--- src/rtl/channel_sample_history_if.sv ---
// Bundle of write, clear, freeze and read-port signals for channel_sample_history.
// master drives requests; slave is the history buffer.
interface channel_sample_history_if #(
    parameter int NUM_CHANNELS = 14,
    parameter int SAMPLE_WIDTH = 8,
    parameter int DEPTH        = 10
);
    localparam int CH_W  = $clog2(NUM_CHANNELS);
    localparam int IDX_W = $clog2(DEPTH);
    localparam int CNT_W = $clog2(DEPTH + 1);

    logic                    ena;
    logic                    wr_en;
    logic [CH_W-1:0]         wr_ch;
    logic [SAMPLE_WIDTH-1:0] wr_data;
    logic                    clr_en;
    logic [CH_W-1:0]         clr_ch;
    logic                    freeze;
    logic                    rd_req;
    logic [CH_W-1:0]         rd_ch;
    logic [IDX_W-1:0]        rd_idx;
    logic                    rd_valid;
    logic [SAMPLE_WIDTH-1:0] rd_data;
    logic                    rd_err;
    logic [CNT_W-1:0]        rd_count;

    modport master (
        output ena, wr_en, wr_ch, wr_data, clr_en, clr_ch, freeze, rd_req, rd_ch, rd_idx,
        input  rd_valid, rd_data, rd_err, rd_count
    );

    modport slave (
        input  ena, wr_en, wr_ch, wr_data, clr_en, clr_ch, freeze, rd_req, rd_ch, rd_idx,
        output rd_valid, rd_data, rd_err, rd_count
    );
endinterface

--- src/rtl/channel_sample_history.sv ---
// Per-channel sample history (newest at index 0) with fill counts and a 1-cycle read port.
// Optional global freeze of writes/clears under macro CHANNEL_HISTORY_FREEZE_EN.
module channel_sample_history #(
    parameter int NUM_CHANNELS = 14,
    parameter int SAMPLE_WIDTH = 8,
    parameter int DEPTH        = 10
) (
    input logic clk,
    input logic rst_n,
    channel_sample_history_if.slave bus
);
    localparam int CH_W  = $clog2(NUM_CHANNELS);
    localparam int IDX_W = $clog2(DEPTH);
    localparam int CNT_W = $clog2(DEPTH + 1);
    localparam int CHX_W = CH_W + 1;

    logic [SAMPLE_WIDTH-1:0] mem   [NUM_CHANNELS][DEPTH];
    logic [CNT_W-1:0]        count [NUM_CHANNELS];

    logic                    blocked;
    logic                    wr_ok, clr_ok, rd_ch_ok, rd_idx_ok;
    logic [NUM_CHANNELS-1:0] wr_hit, clr_hit;
    logic [CNT_W-1:0]        rd_cnt_sel;
    logic [SAMPLE_WIDTH-1:0] rd_data_sel;

`ifdef CHANNEL_HISTORY_FREEZE_EN
    logic frozen_q;

    always_ff @(posedge clk or negedge rst_n) begin
        if (!rst_n) begin
            frozen_q <= 1'b0;
        end else if (bus.ena) begin
            frozen_q <= bus.freeze;
        end
    end

    assign blocked = frozen_q;
`else
    logic unused_freeze;
    assign unused_freeze = bus.freeze;
    assign blocked       = 1'b0;
`endif

    assign wr_ok  = CHX_W'(bus.wr_ch)  < CHX_W'(NUM_CHANNELS);
    assign clr_ok = CHX_W'(bus.clr_ch) < CHX_W'(NUM_CHANNELS);

    always_comb begin
        wr_hit  = '0;
        clr_hit = '0;
        for (int c = 0; c < NUM_CHANNELS; c++) begin
            wr_hit[c]  = bus.ena && !blocked && bus.wr_en  && wr_ok  && (bus.wr_ch  == CH_W'(c));
            clr_hit[c] = bus.ena && !blocked && bus.clr_en && clr_ok && (bus.clr_ch == CH_W'(c));
        end
    end

    // A clear in the same cycle as a write restarts the count at the new sample.
    always_ff @(posedge clk or negedge rst_n) begin
        if (!rst_n) begin
            for (int c = 0; c < NUM_CHANNELS; c++) begin
                count[c] <= '0;
            end
        end else begin
            for (int c = 0; c < NUM_CHANNELS; c++) begin
                if (wr_hit[c]) begin
                    if (clr_hit[c]) begin
                        count[c] <= CNT_W'(1);
                    end else if (count[c] != CNT_W'(DEPTH)) begin
                        count[c] <= count[c] + CNT_W'(1);
                    end
                end else if (clr_hit[c]) begin
                    count[c] <= '0;
                end
            end
        end
    end

    // Entry contents are gated by count on readout, so they carry no reset.
    always_ff @(posedge clk) begin
        for (int c = 0; c < NUM_CHANNELS; c++) begin
            if (wr_hit[c]) begin
                for (int d = DEPTH - 1; d > 0; d--) begin
                    mem[c][d] <= mem[c][d-1];
                end
                mem[c][0] <= bus.wr_data;
            end
        end
    end

    always_comb begin
        rd_ch_ok    = CHX_W'(bus.rd_ch) < CHX_W'(NUM_CHANNELS);
        rd_cnt_sel  = rd_ch_ok ? count[bus.rd_ch] : '0;
        rd_idx_ok   = CNT_W'(bus.rd_idx) < rd_cnt_sel;
        rd_data_sel = '0;
        if (rd_ch_ok && rd_idx_ok) begin
            rd_data_sel = mem[bus.rd_ch][bus.rd_idx];
        end
    end

    always_ff @(posedge clk or negedge rst_n) begin
        if (!rst_n) begin
            bus.rd_valid <= 1'b0;
            bus.rd_err   <= 1'b0;
            bus.rd_data  <= '0;
            bus.rd_count <= '0;
        end else begin
            bus.rd_valid <= bus.rd_req;
            if (bus.rd_req) begin
                bus.rd_err   <= !(rd_ch_ok && rd_idx_ok);
                bus.rd_data  <= rd_data_sel;
                bus.rd_count <= rd_cnt_sel;
            end else begin
                bus.rd_err   <= 1'b0;
                bus.rd_data  <= '0;
                bus.rd_count <= '0;
            end
        end
    end
endmodule

--- src/flat_wrapper.sv ---
// flat-port wrapper written by rule: the top's interface ports become plain ports
module channel_sample_history_flat 
#(
    parameter int NUM_CHANNELS = 14,
    parameter int SAMPLE_WIDTH = 8,
    parameter int DEPTH        = 10
)
  (clk, rst_n, bus_ena, bus_wr_en, bus_wr_ch, bus_wr_data, bus_clr_en, bus_clr_ch, bus_freeze, bus_rd_req, bus_rd_ch, bus_rd_idx, bus_rd_valid, bus_rd_data, bus_rd_err, bus_rd_count);
  channel_sample_history_if #(.NUM_CHANNELS(NUM_CHANNELS), .SAMPLE_WIDTH(SAMPLE_WIDTH), .DEPTH(DEPTH)) bus_i ();
  input logic clk;
  input logic rst_n;
  input wire logic [$bits(bus_i.ena)-1:0] bus_ena;
  input wire logic [$bits(bus_i.wr_en)-1:0] bus_wr_en;
  input wire logic [$bits(bus_i.wr_ch)-1:0] bus_wr_ch;
  input wire logic [$bits(bus_i.wr_data)-1:0] bus_wr_data;
  input wire logic [$bits(bus_i.clr_en)-1:0] bus_clr_en;
  input wire logic [$bits(bus_i.clr_ch)-1:0] bus_clr_ch;
  input wire logic [$bits(bus_i.freeze)-1:0] bus_freeze;
  input wire logic [$bits(bus_i.rd_req)-1:0] bus_rd_req;
  input wire logic [$bits(bus_i.rd_ch)-1:0] bus_rd_ch;
  input wire logic [$bits(bus_i.rd_idx)-1:0] bus_rd_idx;
  output wire logic [$bits(bus_i.rd_valid)-1:0] bus_rd_valid;
  output wire logic [$bits(bus_i.rd_data)-1:0] bus_rd_data;
  output wire logic [$bits(bus_i.rd_err)-1:0] bus_rd_err;
  output wire logic [$bits(bus_i.rd_count)-1:0] bus_rd_count;
  assign bus_i.ena = bus_ena;
  assign bus_i.wr_en = bus_wr_en;
  assign bus_i.wr_ch = bus_wr_ch;
  assign bus_i.wr_data = bus_wr_data;
  assign bus_i.clr_en = bus_clr_en;
  assign bus_i.clr_ch = bus_clr_ch;
  assign bus_i.freeze = bus_freeze;
  assign bus_i.rd_req = bus_rd_req;
  assign bus_i.rd_ch = bus_rd_ch;
  assign bus_i.rd_idx = bus_rd_idx;
  assign bus_rd_valid = bus_i.rd_valid;
  assign bus_rd_data = bus_i.rd_data;
  assign bus_rd_err = bus_i.rd_err;
  assign bus_rd_count = bus_i.rd_count;
  channel_sample_history #(.NUM_CHANNELS(NUM_CHANNELS), .SAMPLE_WIDTH(SAMPLE_WIDTH), .DEPTH(DEPTH)) u_core (.clk(clk), .rst_n(rst_n), .bus(bus_i));
endmodule
--- config.mk ---
export PLATFORM = sky130hd
export DESIGN_NAME = channel_sample_history_flat
export DESIGN_NICKNAME = d
export VERILOG_FILES = /design/src/rtl/channel_sample_history_if.sv /design/src/rtl/channel_sample_history.sv /design/src/flat_wrapper.sv
export SDC_FILE = /design/constraint.sdc
export NUM_CORES = 1
export LEC_CHECK = 0
export ABC_AREA = 1
export BUFFER_PORTS_ARGS = -buffer_cell sky130_fd_sc_hd__buf_2
export CORE_MARGIN = 2
export CORE_UTILIZATION = 50
export DETAILED_ROUTE_END_ITERATION = 16
export PLACE_DENSITY = 0.68
export RECOVER_POWER = 100
export SYNTH_ARGS = -nofsm -noshare
export SYNTH_HDL_FRONTEND = slang
export SYNTH_SLANG_ARGS = --single-unit
--- constraint.sdc ---
create_clock -name clk -period 2 [get_ports clk]
set_clock_uncertainty 0.05 [all_clocks]
set_input_delay 0.2 -clock clk [delete_from_list [all_inputs] [get_ports clk]]
set_output_delay 0.2 -clock clk [all_outputs]
set_load 0.02 [all_outputs]
==> results.ini <==
[floorplan]
pin_count=45
initial_core_util=0.503
die_area_um2=103000
rows=116
die_w_um=321
dieHeight_um=321
core_region_area_um2=99700

[clock_tree]
clkTransAtPathRegs_ns=0.06
cts_tree=yes
htreeDepth=3
clock_sinks=1190
cts_made_buffers=116
clk_latency_ns=0.70
cts_root_buffer=clkbuf_16
cts_buffer_depth=3

[critical_path]
path_class=in2async
start_kind=input port
crit_path_cell_trace=dlygate4sd3_1 > clkbuf_1 > dlymetal6s4s_1
rrSetupSlack_ns=-0.14
r2r-start=u_core.count[7]
crit_required_ns=2.42
rr_worst_depth=16
cp_max_fo=18
crit_path_max_incr_delay_ns=1.42
reg2reg_to=u_core.bus.rd_data[5]
crit_arrival_ns=2.66
cpMaxStageDelayCell=dlymetal6s4s_1
crit_path_end_kind=async pin

[global_routing]
antenna_found_initial=1
grt_pass1_wl_mm=204
grt_max_degree=86
grt_pass1_vias=33700
grt_usage=0.261
gr-total-overflow=0

[run_status]
failed_checks=max-capacitance violations, max-slew violations, negative setup slack
status=complete, but fails checks

[final_layout]
multiInputGateArea_um2=12700
nFillCells=7639
layout-drive-gt1-share=0.116
area_growth_syn_to_layout_pct=16.9
seqCellArea_um2=35400
finalNetCount=4851
fin_cells=6185

[min_path]
worstHoldEndpoint=u_core.bus.rd_count[2]
worstHoldStart=bus_rd_ch[3]
hold_path_depth=6
hold_class=in2reg

[sta]
final-hold-violation-count=0
slew_viol_final=19
period_minus_slack_ns=2.23
max_freq_mhz=448
period_share=1.12
relSlewSlack=-0.148
fin_ws_ns=-0.231
setup_viol=26
tightest_slew_ns=1.72
rsz0062_at_grt=true

[synth]
synthDominantCellAreaShare=0.670
syn_area_um2=50200
synth_area_leaders=edfxtp_1, nand2_1, nand3_1
synth_ff_type=edfxtp_1
synth_common_cells=nand2_1, edfxtp_1, nand3_1
yosys_warnings=0
syn_area_per_cell_um2=11.0
post-synth-top-count-cell=nand2_1
ys_seq_area_frac=0.705
synth_fp_nets=4631
synth-seq-cells=1190
ys_types=40
syn_inst=4569
synth_async_sr_flop_share=0.0588
synth_edf_count=1120
yosys.area.top_type=edfxtp_1

[detailed_routing]
via_per_inst=5.69
wl_per_cell_um=21.6
drt_iter0_drc=4713
via_count=35200
drtAntennaViolNets=0
drc=0
firstDrtPassIters=6
totalWireLength_mm=134

[job]
drv_cap=1

[pwr]
pwr_density_cell_nw_per_um2=933
vdd_drop_max_mv=0.813
leakage_nw=22.7
finalPower_mw=54.7

[placed_design]
placed_cells=5949
portBuffers=43
hpwl_mm=85.3
place.gp.congestion=0.899

cell families (layout without fill, tap and decap cells):
logic type,Yosys count,after routing,synth area share
DFF,1190,1190,0.705
and+or+nand+nor,2503,2503,0.208
AOI/OAI and AO/OA,314,314,0.0337
adders and majority gates,31,31,0.00773
other,0,1,0
buffers and inverters,530,847,0.0453
xor gates and xnor gates,1,1,0.000175
through the flow:
stage                     worst slack, ns   util  hold slack [ns]  cell area, um^2  TNS [ns]
after floorplan                     -1.39      -           -0.146            50300   -476.93
after global placement             -0.490  0.547            0.153            54500     -3.55
after detailed placement           -0.512  0.547            0.152            54500     -3.57
after CTS                         -0.0677  0.588          0.00997            58600    -0.517
after global routing               -0.286  0.588           0.0390            58600     -6.48
final                              -0.231  0.588           0.0261            58600     -4.84
power by group:
group | total (mW) | internal [mW] | leakage [nW] | switching [mW]
clock network | 22.4 | 13.0 | 1.90 | 9.30
registers | 27.6 | 27.3 | 11.0 | 0.284
logic | 4.75 | 1.78 | 9.86 | 2.97
total | 54.7 | 42.2 | 22.7 | 12.6
critical path: cells and delay by family:
kind / cells / cell delay, ns
buffers and inverters: 3 / 2.43
layer usage:
layer,global-route usage,wire [um]
met1,0.386,57200
met2,0.398,60300
met3,0.0411,12700
met4,0.0830,3710
met5,0,0
timing repair:
item	in CTS	in global routing
setup buffers	4	4
hold endpoints to repair	189	0
endpoints found under the setup margin	9	10
hold buffers	15	0
pin swaps	5	5
resized for setup	15	14
final cells by class:
| class | count | share of cell area |
|---|---|---|
| Sequential cell | 1190 | 0.604 |
| Multi-Input combinational cell | 2849 | 0.217 |
| Timing Repair Buffer | 343 | 0.0662 |
| Clock buffer | 151 | 0.0539 |
| Tap cell | 1298 | 0.0277 |
| Inverter | 289 | 0.0190 |
| Clock inverter | 64 | 0.0125 |
| Antenna cell | 1 | 0.0000427 |
state kept, by name (all words and copies together), names as in the netlist:
| register | flops |
|---|---|
| u_core.mem | 1120 |
| u_core.bus.rd_count | 4 |
| u_core.bus.rd_valid | 1 |
| u_core.count | 56 |
| u_core.bus.rd_err | 1 |
| u_core.bus.rd_data | 8 |
how the worst max path moves through the flow:
| stage | start | end | slack (ns) | cells past startpoint |
|---|---|---|---|---|
| after global routing | u_core.count[19] | u_core.bus.rd_data[5] | -0.29 | 16 |
| after detailed placement | bus_rd_ch[0] | u_core.bus.rd_data[6] | -0.51 | 16 |
| after global placement | bus_rd_ch[0] | u_core.bus.rd_data[6] | -0.49 | 16 |
| after CTS | u_core.count[7] | u_core.bus.rd_data[5] | -0.07 | 16 |
| after floorplan | bus_wr_en | u_core.count[12] | -1.39 | 10 |
| final | rst_n | u_core.count[41] | -0.23 | 3 |
cells in the final DEF, fill, tap and decap left out, drive strengths merged, types with 3 or more instances in the layout:
cell type,count
a21oi,171
buf,318
bufinv,15
clkbuf,162
clkinv,40
clkinvlp,7
dfrtp,70
dlygate4sd3,13
edfxtp,1120
ha,31
inv,291
nand2,1565
nand3,661
nand3b,3
nand4,9
nor2,205
nor3,22
nor3b,10
o211ai,20
o21a,8
o21ai,93
o21bai,3
o22ai,4
o31ai,9
or2,25
Power figures use the tool's default switching activity.
